--- src/rtl/irb_pkg.sv ---
// ----------------------------------------------------------------------------
// irb_pkg
// Shared types and constants for the image result buffer (IRB) capture block.
//   irb_state_t   : capture FSM state encoding
//   IRB_DEPTH     : number of bytes in one 8x8 frame
//   IRB_LAST_ADDR : highest valid IRB address
//   crc8_step     : one-byte CRC-8 update (poly 0x07, MSB-first)
// Optional feature macro used by the capture block: IRB_CAPTURE_CRC_EN.
// ----------------------------------------------------------------------------
package irb_pkg;

    typedef enum logic [1:0] {
        IDLE    = 2'd0,
        CAPTURE = 2'd1,
        CHECK   = 2'd2,
        READY   = 2'd3
    } irb_state_t;

    localparam int         IRB_DEPTH     = 64;
    localparam logic [5:0] IRB_LAST_ADDR = 6'd63;

    // Fold the byte into the CRC register, then shift out eight bits,
    // applying the polynomial whenever a 1 falls off the top.
    function automatic logic [7:0] crc8_step(input logic [7:0] crc,
                                             input logic [7:0] data);
        logic [7:0] c;
        c = crc ^ data;
        for (int i = 0; i < 8; i++) begin
            if (c[7]) c = {c[6:0], 1'b0} ^ 8'h07;
            else      c = {c[6:0], 1'b0};
        end
        return c;
    endfunction

endpackage

--- src/rtl/irb_mem.sv ---
// ----------------------------------------------------------------------------
// irb_mem
// Single-write / single-read synchronous RAM holding one IRB frame.
// Read data is registered and holds when no read is requested. A read of a
// location written in the same cycle returns the previous contents.
// Ports:
//   clk, reset        : clock, synchronous active-low reset (clears rdata only)
//   we, waddr, wdata  : write port
//   re, raddr, rdata  : read request / address / registered data
// ----------------------------------------------------------------------------
module irb_mem #(
    parameter int AW = 6,
    parameter int DW = 8
) (
    input  logic          clk,
    input  logic          reset,
    input  logic          we,
    input  logic [AW-1:0] waddr,
    input  logic [DW-1:0] wdata,
    input  logic          re,
    input  logic [AW-1:0] raddr,
    output logic [DW-1:0] rdata
);

    logic [DW-1:0] mem [0:(1<<AW)-1];

    // Storage carries no reset; its contents are meaningless until written.
    always_ff @(posedge clk) begin
        if (we) mem[waddr] <= wdata;
    end

    always_ff @(posedge clk) begin
        if (!reset)  rdata <= '0;
        else if (re) rdata <= mem[raddr];
    end

endmodule

--- src/rtl/irb_capture.sv ---
// ----------------------------------------------------------------------------
// irb_capture
// Sink for the IRB write interface: captures one 64-byte frame, checks that
// addresses arrive in order (0,1,2,...) and that the frame is complete, and
// accumulates a byte checksum. The frame is held for readout until clear.
//
// Handshake: IRB_RW==0 is a write strobe for exactly that cycle; there is no
// back-pressure. A strobe is accepted only in IDLE/CAPTURE, only while fewer
// than 64 writes have been accepted, and never in a cycle with clear.
//
// Ports:
//   clk, reset          : clock, synchronous active-low reset
//   IRB_RW/IRB_A/IRB_D  : write strobe (active low), address, data
//   done                : frame-complete level from the controller
//   clear               : one-cycle pulse, discards frame, back to IDLE
//   rd_en/rd_addr       : readout request; rd_data valid the next cycle
//   frame_ready         : frame accepted, memory and checksum stable
//   checksum            : unsigned sum of accepted bytes
//   err_order/err_short : sticky address-order / incomplete-frame flags
//   fsm_state           : debug view of the capture FSM state
//   wr_count            : accepted writes (0..64)
//   crc8                : CRC-8 of accepted bytes (only with IRB_CAPTURE_CRC_EN)
// ----------------------------------------------------------------------------
module irb_capture
    import irb_pkg::*;
#(
    parameter int AW  = 6,
    parameter int DW  = 8,
    parameter int CSW = 14
) (
    input  logic           clk,
    input  logic           reset,
    input  logic           IRB_RW,
    input  logic [AW-1:0]  IRB_A,
    input  logic [DW-1:0]  IRB_D,
    input  logic           done,
    input  logic           clear,
    input  logic           rd_en,
    input  logic [AW-1:0]  rd_addr,
    output logic [DW-1:0]  rd_data,
    output logic           frame_ready,
    output logic [CSW-1:0] checksum,
    output logic           err_order,
    output logic           err_short,
    output irb_state_t     fsm_state,
    output logic [AW:0]    wr_count
`ifdef IRB_CAPTURE_CRC_EN
    ,
    output logic [7:0]     crc8
`endif
);

    irb_state_t    state, next_state;
    logic [AW-1:0] last_addr;
    logic          accept;
    logic          order_bad;
    logic          frame_full;

    assign fsm_state  = state;
    assign frame_full = (wr_count == (AW+1)'(IRB_DEPTH));

    always_comb begin
        accept    = 1'b0;
        order_bad = 1'b0;
        if (!IRB_RW && !clear && !frame_full &&
            (state == IDLE || state == CAPTURE)) begin
            accept = 1'b1;
        end
        // The first write of a frame must be address 0; later writes must
        // follow the previous accepted address (wrapping at the top).
        if (state == IDLE) order_bad = (IRB_A != '0);
        else               order_bad = (IRB_A != AW'(last_addr + 1'b1));
    end

    always_comb begin
        next_state = state;
        case (state)
            IDLE: begin
                if (done)        next_state = CHECK;
                else if (accept) next_state = CAPTURE;
            end
            CAPTURE: if (done) next_state = CHECK;
            CHECK:   next_state = READY;
            READY:   next_state = READY;
            default: next_state = IDLE;
        endcase
        if (clear) next_state = IDLE;
    end

    always_ff @(posedge clk) begin
        if (!reset) begin
            state       <= IDLE;
            checksum    <= '0;
            wr_count    <= '0;
            err_order   <= 1'b0;
            err_short   <= 1'b0;
            frame_ready <= 1'b0;
            last_addr   <= '0;
        end else begin
            state       <= next_state;
            frame_ready <= (next_state == READY);
            if (clear) begin
                checksum  <= '0;
                wr_count  <= '0;
                err_order <= 1'b0;
                err_short <= 1'b0;
                last_addr <= '0;
            end else begin
                if (accept) begin
                    checksum  <= checksum + CSW'(IRB_D);
                    wr_count  <= wr_count + 1'b1;
                    last_addr <= IRB_A;
                    if (order_bad) err_order <= 1'b1;
                end
                if (state == CHECK && !frame_full) err_short <= 1'b1;
            end
        end
    end

`ifdef IRB_CAPTURE_CRC_EN
    always_ff @(posedge clk) begin
        if (!reset || clear) crc8 <= 8'h00;
        else if (accept)     crc8 <= crc8_step(crc8, IRB_D);
    end
`endif

    irb_mem #(
        .AW (AW),
        .DW (DW)
    ) u_mem (
        .clk   (clk),
        .reset (reset),
        .we    (accept),
        .waddr (IRB_A),
        .wdata (IRB_D),
        .re    (rd_en),
        .raddr (rd_addr),
        .rdata (rd_data)
    );

endmodule

--- config.mk ---
export PLATFORM = sky130hd
export DESIGN_NAME = irb_capture
export DESIGN_NICKNAME = d
export VERILOG_FILES = /design/src/rtl/irb_pkg.sv /design/src/rtl/irb_mem.sv /design/src/rtl/irb_capture.sv
export SDC_FILE = /design/constraint.sdc
export NUM_CORES = 1
export LEC_CHECK = 0
export CAP_MARGIN = 20
export CORE_UTILIZATION = 40
export DETAILED_ROUTE_END_ITERATION = 6
export PLACE_DENSITY = 0.63
export RECOVER_POWER = 100
export REMOVE_ABC_BUFFERS = 1
export SLEW_MARGIN = 20
export SYNTH_ARGS = -nofsm -noshare
export SYNTH_HDL_FRONTEND = slang
export SYNTH_HIERARCHICAL = 1
export SYNTH_SLANG_ARGS = --single-unit
--- constraint.sdc ---
create_clock -name clk -period 3.75 [get_ports clk]
set_input_delay 0.75 -clock clk [delete_from_list [all_inputs] [get_ports clk]]
set_output_delay 0.75 -clock clk [all_outputs]
set_load 0.02 [all_outputs]
== Yosys cells after proc, flatten, opt, wreduce, memory -nomap -nowiden ==
Memory sizes are Yosys's and may differ from the RTL's. A register that Yosys moved wholly into a read port is not among the register bits.
Index checks and enable logic that the tools add are counted.

* $lt $le $gt $ge: 0
* Bitwise logic cells: 1
* Multipliers: 0
* Equality and inequality tests: 6
* Reductions and logical operators: 14
* Add/subtract/negate cells: 3
* Divide/modulo/power cells: 0
* Shift-type cells: 0
* Mux-type cells: 9

{| class="wikitable"
|+ Operators by type and width
! operator !! number
|-
| adder 14 x 8 -> 14 bit || 1
|-
| two-way mux 2 bit || 4
|-
| adder 7 x 1 -> 7 bit (second input constant) || 1
|-
| == test 7 bit (second input constant) || 1
|-
| adder 6 x 1 -> 6 bit (second input constant) || 1
|-
| == test 2 bit (second input constant) || 3
|-
| inequality test 6 bit || 1
|-
| one-hot mux 2 bit (3 select lines) || 1
|-
| nonzero test 6 bit || 1
|-
| logical AND 1 bit || 4
|-
| logical NOT 1 bit || 4
|-
| two-way mux 1 bit || 4
|-
| OR reduction 2 bit || 2
|-
| == test 2 x 1 -> 1 bit (second input constant) || 1
|-
| logical NOT 2 bit || 1
|-
| AND reduction 2 bit || 1
|-
| logical OR 1 bit || 1
|-
| NOT 1 bit || 1
|}

* Output and inout port bits: 34
* Memory bits (read-only): 0
* Bits in latches: 0
* Memory bits (writable): 512
* Input bits: 26
* Memories kept: 1
* Flip-flop bits (word level): 32

{| class="wikitable"
|+ Memory list
! name !! depth !! bits a word !! read ports !! clocked after Yosys merged registers in !! wr ports !! RTL line !! RTL
|-
| u_mem.mem || 64 || 8 || 1 || 1 || 1 || irb_mem.sv:25 || <nowiki>logic [DW-1:0] mem [0:(1<<AW)-1];</nowiki>
|}

== Logic depth before layout (Yosys ltp) ==
* Depth in word-level cells: 10
* Gate-level depth with buffers: 10
* Mapped depth without buffers: 9

== Modules after synthesis ==
The synthesis kept the hierarchy.

{| class="wikitable"
|+ By module, submodules not included
! module !! area an instance (µm²) !! cells an instance !! times used !! sequential area each (µm²)
|-
| irb_mem || 20338.3 || 1044 || 1 || 15534.9
|-
| irb_capture || 1806.7 || 212 || 1 || 640.6
|}

== Worst setup path before layout ==
OpenSTA, ideal clock, no wires.

* Path type: input port to flip-flop
* Start point: in IRB_RW
* End point: mem u_mem.mem[48][0], enable pin
* Path slack: 843 ps
* Library setup time: 383 ps
* Arrival time: 2523 ps
* Required time: 3367 ps
* Cell stages on the path: 7
* Path buffers: 1
* Cell sequence: nor3_4 o21ai_4 inv_2 buf_2 nand3_1 or3_1 nor3_1

* Longest elaborated chain between the ends: 7

{| class="wikitable"
|+ Ends and longest elaborated chain
! what !! RTL line !! RTL
|-
| start: declaration || irb_capture.sv:33 || <nowiki>input logic IRB_RW,</nowiki>
|-
| logical NOT 1 bit || irb_capture.sv:65 || <nowiki>if (!IRB_RW && !clear && !frame_full &&</nowiki>
|-
| logical AND 1 bit (3 in series) || irb_capture.sv:65 ||
|-
| two-way mux 1 bit || irb_capture.sv:65 ||
|-
| named net accept || irb_capture.sv:55 || <nowiki>logic accept;</nowiki>
|-
| two-way mux 1 bit || irb_mem.sv:29 || <nowiki>if (we) mem[waddr] <= wdata;</nowiki>
|-
| two-way mux 1 bit (not written as such) || irb_mem.sv:29 ||
|-
| end: declaration || irb_mem.sv:25 ||
|}

The timed path passes the listed nets, and every way through them passes these cells.

== Worst setup path in the final report ==
* Start point: in clear
* End point: mem u_mem.mem[29][6], enable pin

* Longest elaborated chain between the ends: 7

{| class="wikitable"
|+ Ends and longest elaborated chain
! what !! RTL line !! RTL
|-
| start: declaration || irb_capture.sv:37 || <nowiki>input logic clear,</nowiki>
|-
| logical NOT 1 bit || irb_capture.sv:65 ||
|-
| logical AND 1 bit (3 in series) || irb_capture.sv:65 ||
|-
| two-way mux 1 bit || irb_capture.sv:65 ||
|-
| two-way mux 1 bit || irb_mem.sv:29 ||
|-
| two-way mux 1 bit (not written as such) || irb_mem.sv:29 ||
|}

Every way passes these cells.

==> results.toml <==
[clock_network]
cts.clk_slew.worst_paths_ns = 0.06
tritoncts = "yes"
htree_levels = 2
cts_buffers = 55
cts-root-buf = "clkbuf_16"
hold_buffers = 0
post_cts_resized = 0
post_cts.repair.setup_buffers = 0
cts.sinks = 552
clk_latency_ns = 0.61
ctsLongestPathBuffers = 3

[yosys]
synth_top_family_by_area = "multiplexers"
synth.most_common_cell = "edfxtp_1"
synthTopCellsByCount = "edfxtp_1, nor2_1, mux2i_1"
synth_mux_area_frac = 0.111
synth_xor_area_frac = 0.00712
synthArstFlopShare = 0
synth_area_leaders = "edfxtp_1, mux4_2, dfxtp_1"
synth_area_um2 = 22100
synth_compound_area_frac = 0.0654
yosysWarnings = 6
yosysSeqAreaShare = 0.730
yosysTopAreaCell = "edfxtp_1"
synth_top_cell_area_share = 0.694
yosys.area_share.simple = 0.0577
synth_edf_count = 512
synth-main-ff-cell = "edfxtp_1"
avgSynthCellArea_um2 = 17.6
yosys_register_bits = 552
synthAdderAreaFrac = 0.00712
ys_types = 62
synthCells = 1256

[pwr]
finalPower_mw = 13.1
leakagePower_nw = 8.20
power.switching_mw = 2.76
power.internal_mw = 10.3
irDropWorstVdd_v = 0.000320
p_seq_frac = 0.519
comb_power_share = 0.051
swShare = 0.211
pwr-share-clk = 0.431
p_per_area_nw_per_um2 = 511

[sta]
drv_slew = 452
worst_clock_skew_ns = 0.0246
fin_crit_sh = 0.883
finalSetupViolCount = 0
fin_crit_ns = 3.31
finalHoldViolations = 0
worst_pin_slew_ns = 3.29
relSlewSlack = -1.19
rsz0062_at_grt = "no"
fmax_mhz = 302

[critical_path]
cp.depth = 8
cp-end-kind = "flop"
critPathKind = "in2reg"
cp.required_ns = 3.99
crit_path_end = "u_mem/mem[29][6]"
cp_slowest_cell = "nand3_1"
reg2reg_slack_ns = 0.79
start_kind = "input pin"
path_buf_inv = 4
arrival_ns = 3.56
startpoint = "clear"
rr_worst_depth = 9
path_max_fanout = 8
critical_path.max_stage_delay_ns = 0.63
r2r_start = "wr_count[0]"
critical_path.top_delay_family = "buffers and inverters"
crit_top_cell = "clkbuf_1"
rr_endpoint = "u_mem/mem[29][6]"
path_cells = "dlygate4sd3_1, nor3_1, o21ai_4, inv_1, clkbuf_1, nand3_1, nor2_1, clkbuf_1"

[layout]
fin_util = 0.471
drive_gt1_frac = 0.158
final_area_um2 = 25500
nets = 1449
area_growth_pct = 15.4

[place]
place_congestion = 0.805
port_buffers = 59
hpwl_um = 32600
postPlaceCellArea_um2 = 24000

[routing]
viasPerCell = 5.54
ant_nets = 0
routed_wl_um = 51400
wl_per_cell_um = 23.9
num_vias = 11933
dr.pass1.iters = 5
first_iter_violations = 1149
drc_errors = 0

[grt]
grt_pass1_wl_um = 77000
antenna_found_initial = 1
grt_pass1_vias = 11923
grt-ovfl-total = 0
grt_usage = 0.185
grt_start_max_net_pins = 85

[floorplanning]
std_cell_rows = 85
die_area_um2 = 56300
coreArea_um2 = 54200
die_width_um = 237
ios = 60
start_util = 0.408
die_height_um = 237

[run_status]
violations = "capacitance limit, slew limit"
status = "finished, violations left"

[hold_path]
min_path_cells = 2
hold_class = "reg2reg"

[flow_run]
maxCapViolations = 7
-- placed cells by master, fill, tap and decap left out, drive strengths merged, types with 13 or more instances in the layout --
cell | synthesis | layout
o21ai | 14 | 14
mux4 | 64 | 64
mux2 | 32 | 32
dlygate4sd3 | 0 | 36
clkdlybuf4s50 | 0 | 13
clkinv | 0 | 20
nor4 | 19 | 19
edfxtp | 512 | 512
clkbuf | 30 | 147
nor2 | 83 | 83
nand2 | 40 | 40
a22o | 48 | 48
o22ai | 17 | 17
nand3 | 15 | 15
dfxtp | 40 | 40
nor2b | 38 | 38
a2111oi | 32 | 32
buf | 41 | 35
mux2i | 64 | 64
a211oi | 35 | 35
a21oi | 22 | 22
-- power by group through the flow --
stage               sequential (mW)  clock [mW]  combinational, mW
floorplan                      6.90           0              0.272
global placement               6.90           0              0.677
detailed placement             6.90           0              0.686
CTS                            6.77        5.73              0.688
global route                   6.77        5.97              0.710
finish                         6.77        5.63              0.665
-- worst register-to-register path, delay by kind of cell, from the launching register on --
family	cells	cell delay, ns
AO/OA/AOI/OAI	1	0.07
adder cells (fa/ha/maj)	1	0.19
buffers and inverters	4	0.87
flip-flops	1	0.45
AND/OR/NAND/NOR	3	1.02
-- stage by stage --
stage          TNS, ns  instances  hold slack (ns)  setup WS, ns
2_1_floorplan        0       1185            0.454         0.839
3_3_place_gp   -0.0295       2050            0.461       -0.0276
3_5_place_dp         0       2050            0.474        0.0494
4_1_cts              0       2152            0.485         0.668
5_1_grt              0       2152            0.504         0.304
6_report             0       2153            0.473         0.438
-- metal layers --
layer	track usage	vias up	wire [um]
met5	0	-	0
met3	0.0325	68	2840
li1	-	5401	-
met4	0.0467	0	1090
met1	0.258	6126	22900
met2	0.300	338	24600
-- area by class of cell --
| cell class | count | area [um^2] |
|---|---|---|
| clock inverters | 40 | 453 |
| clock buffers | 62 | 1400 |
| diodes | 1 | 2.50 |
| repair buffers | 169 | 1140 |
| well taps | 696 | 871 |
| inverters | 8 | 30.0 |
| flip-flops and latches | 552 | 16200 |
| multi-input cells | 625 | 5480 |
| fillers | 4639 | 28700 |
-- sequential cells by signal, summed over array words and instances, names as in the netlist --
name,count
wr_count,7
frame_ready,1
err_order,1
err_short,1
u_mem/rdata,8
u_mem/mem,512
checksum,14
fsm_state,2
last_addr,6
-- cells by family after synthesis --
family | after synthesis
simple gates | 247
fa+ha+maj | 12
xor+xnor | 18
flops | 552
buf+inv | 79
compound gates | 188
mux | 160
-- worst min-delay path by stage --
stage | slack, ns | from | end
global placement | 0.46 | last_addr[5] | last_addr[5]
CTS | 0.49 | err_short | err_short
finish | 0.47 | err_short | err_short
detailed placement | 0.47 | err_short | err_short
global route | 0.50 | last_addr[4] | last_addr[4]
floorplan | 0.45 | last_addr[5] | last_addr[5]
No activity file was read; power rests on OpenSTA's default activity.
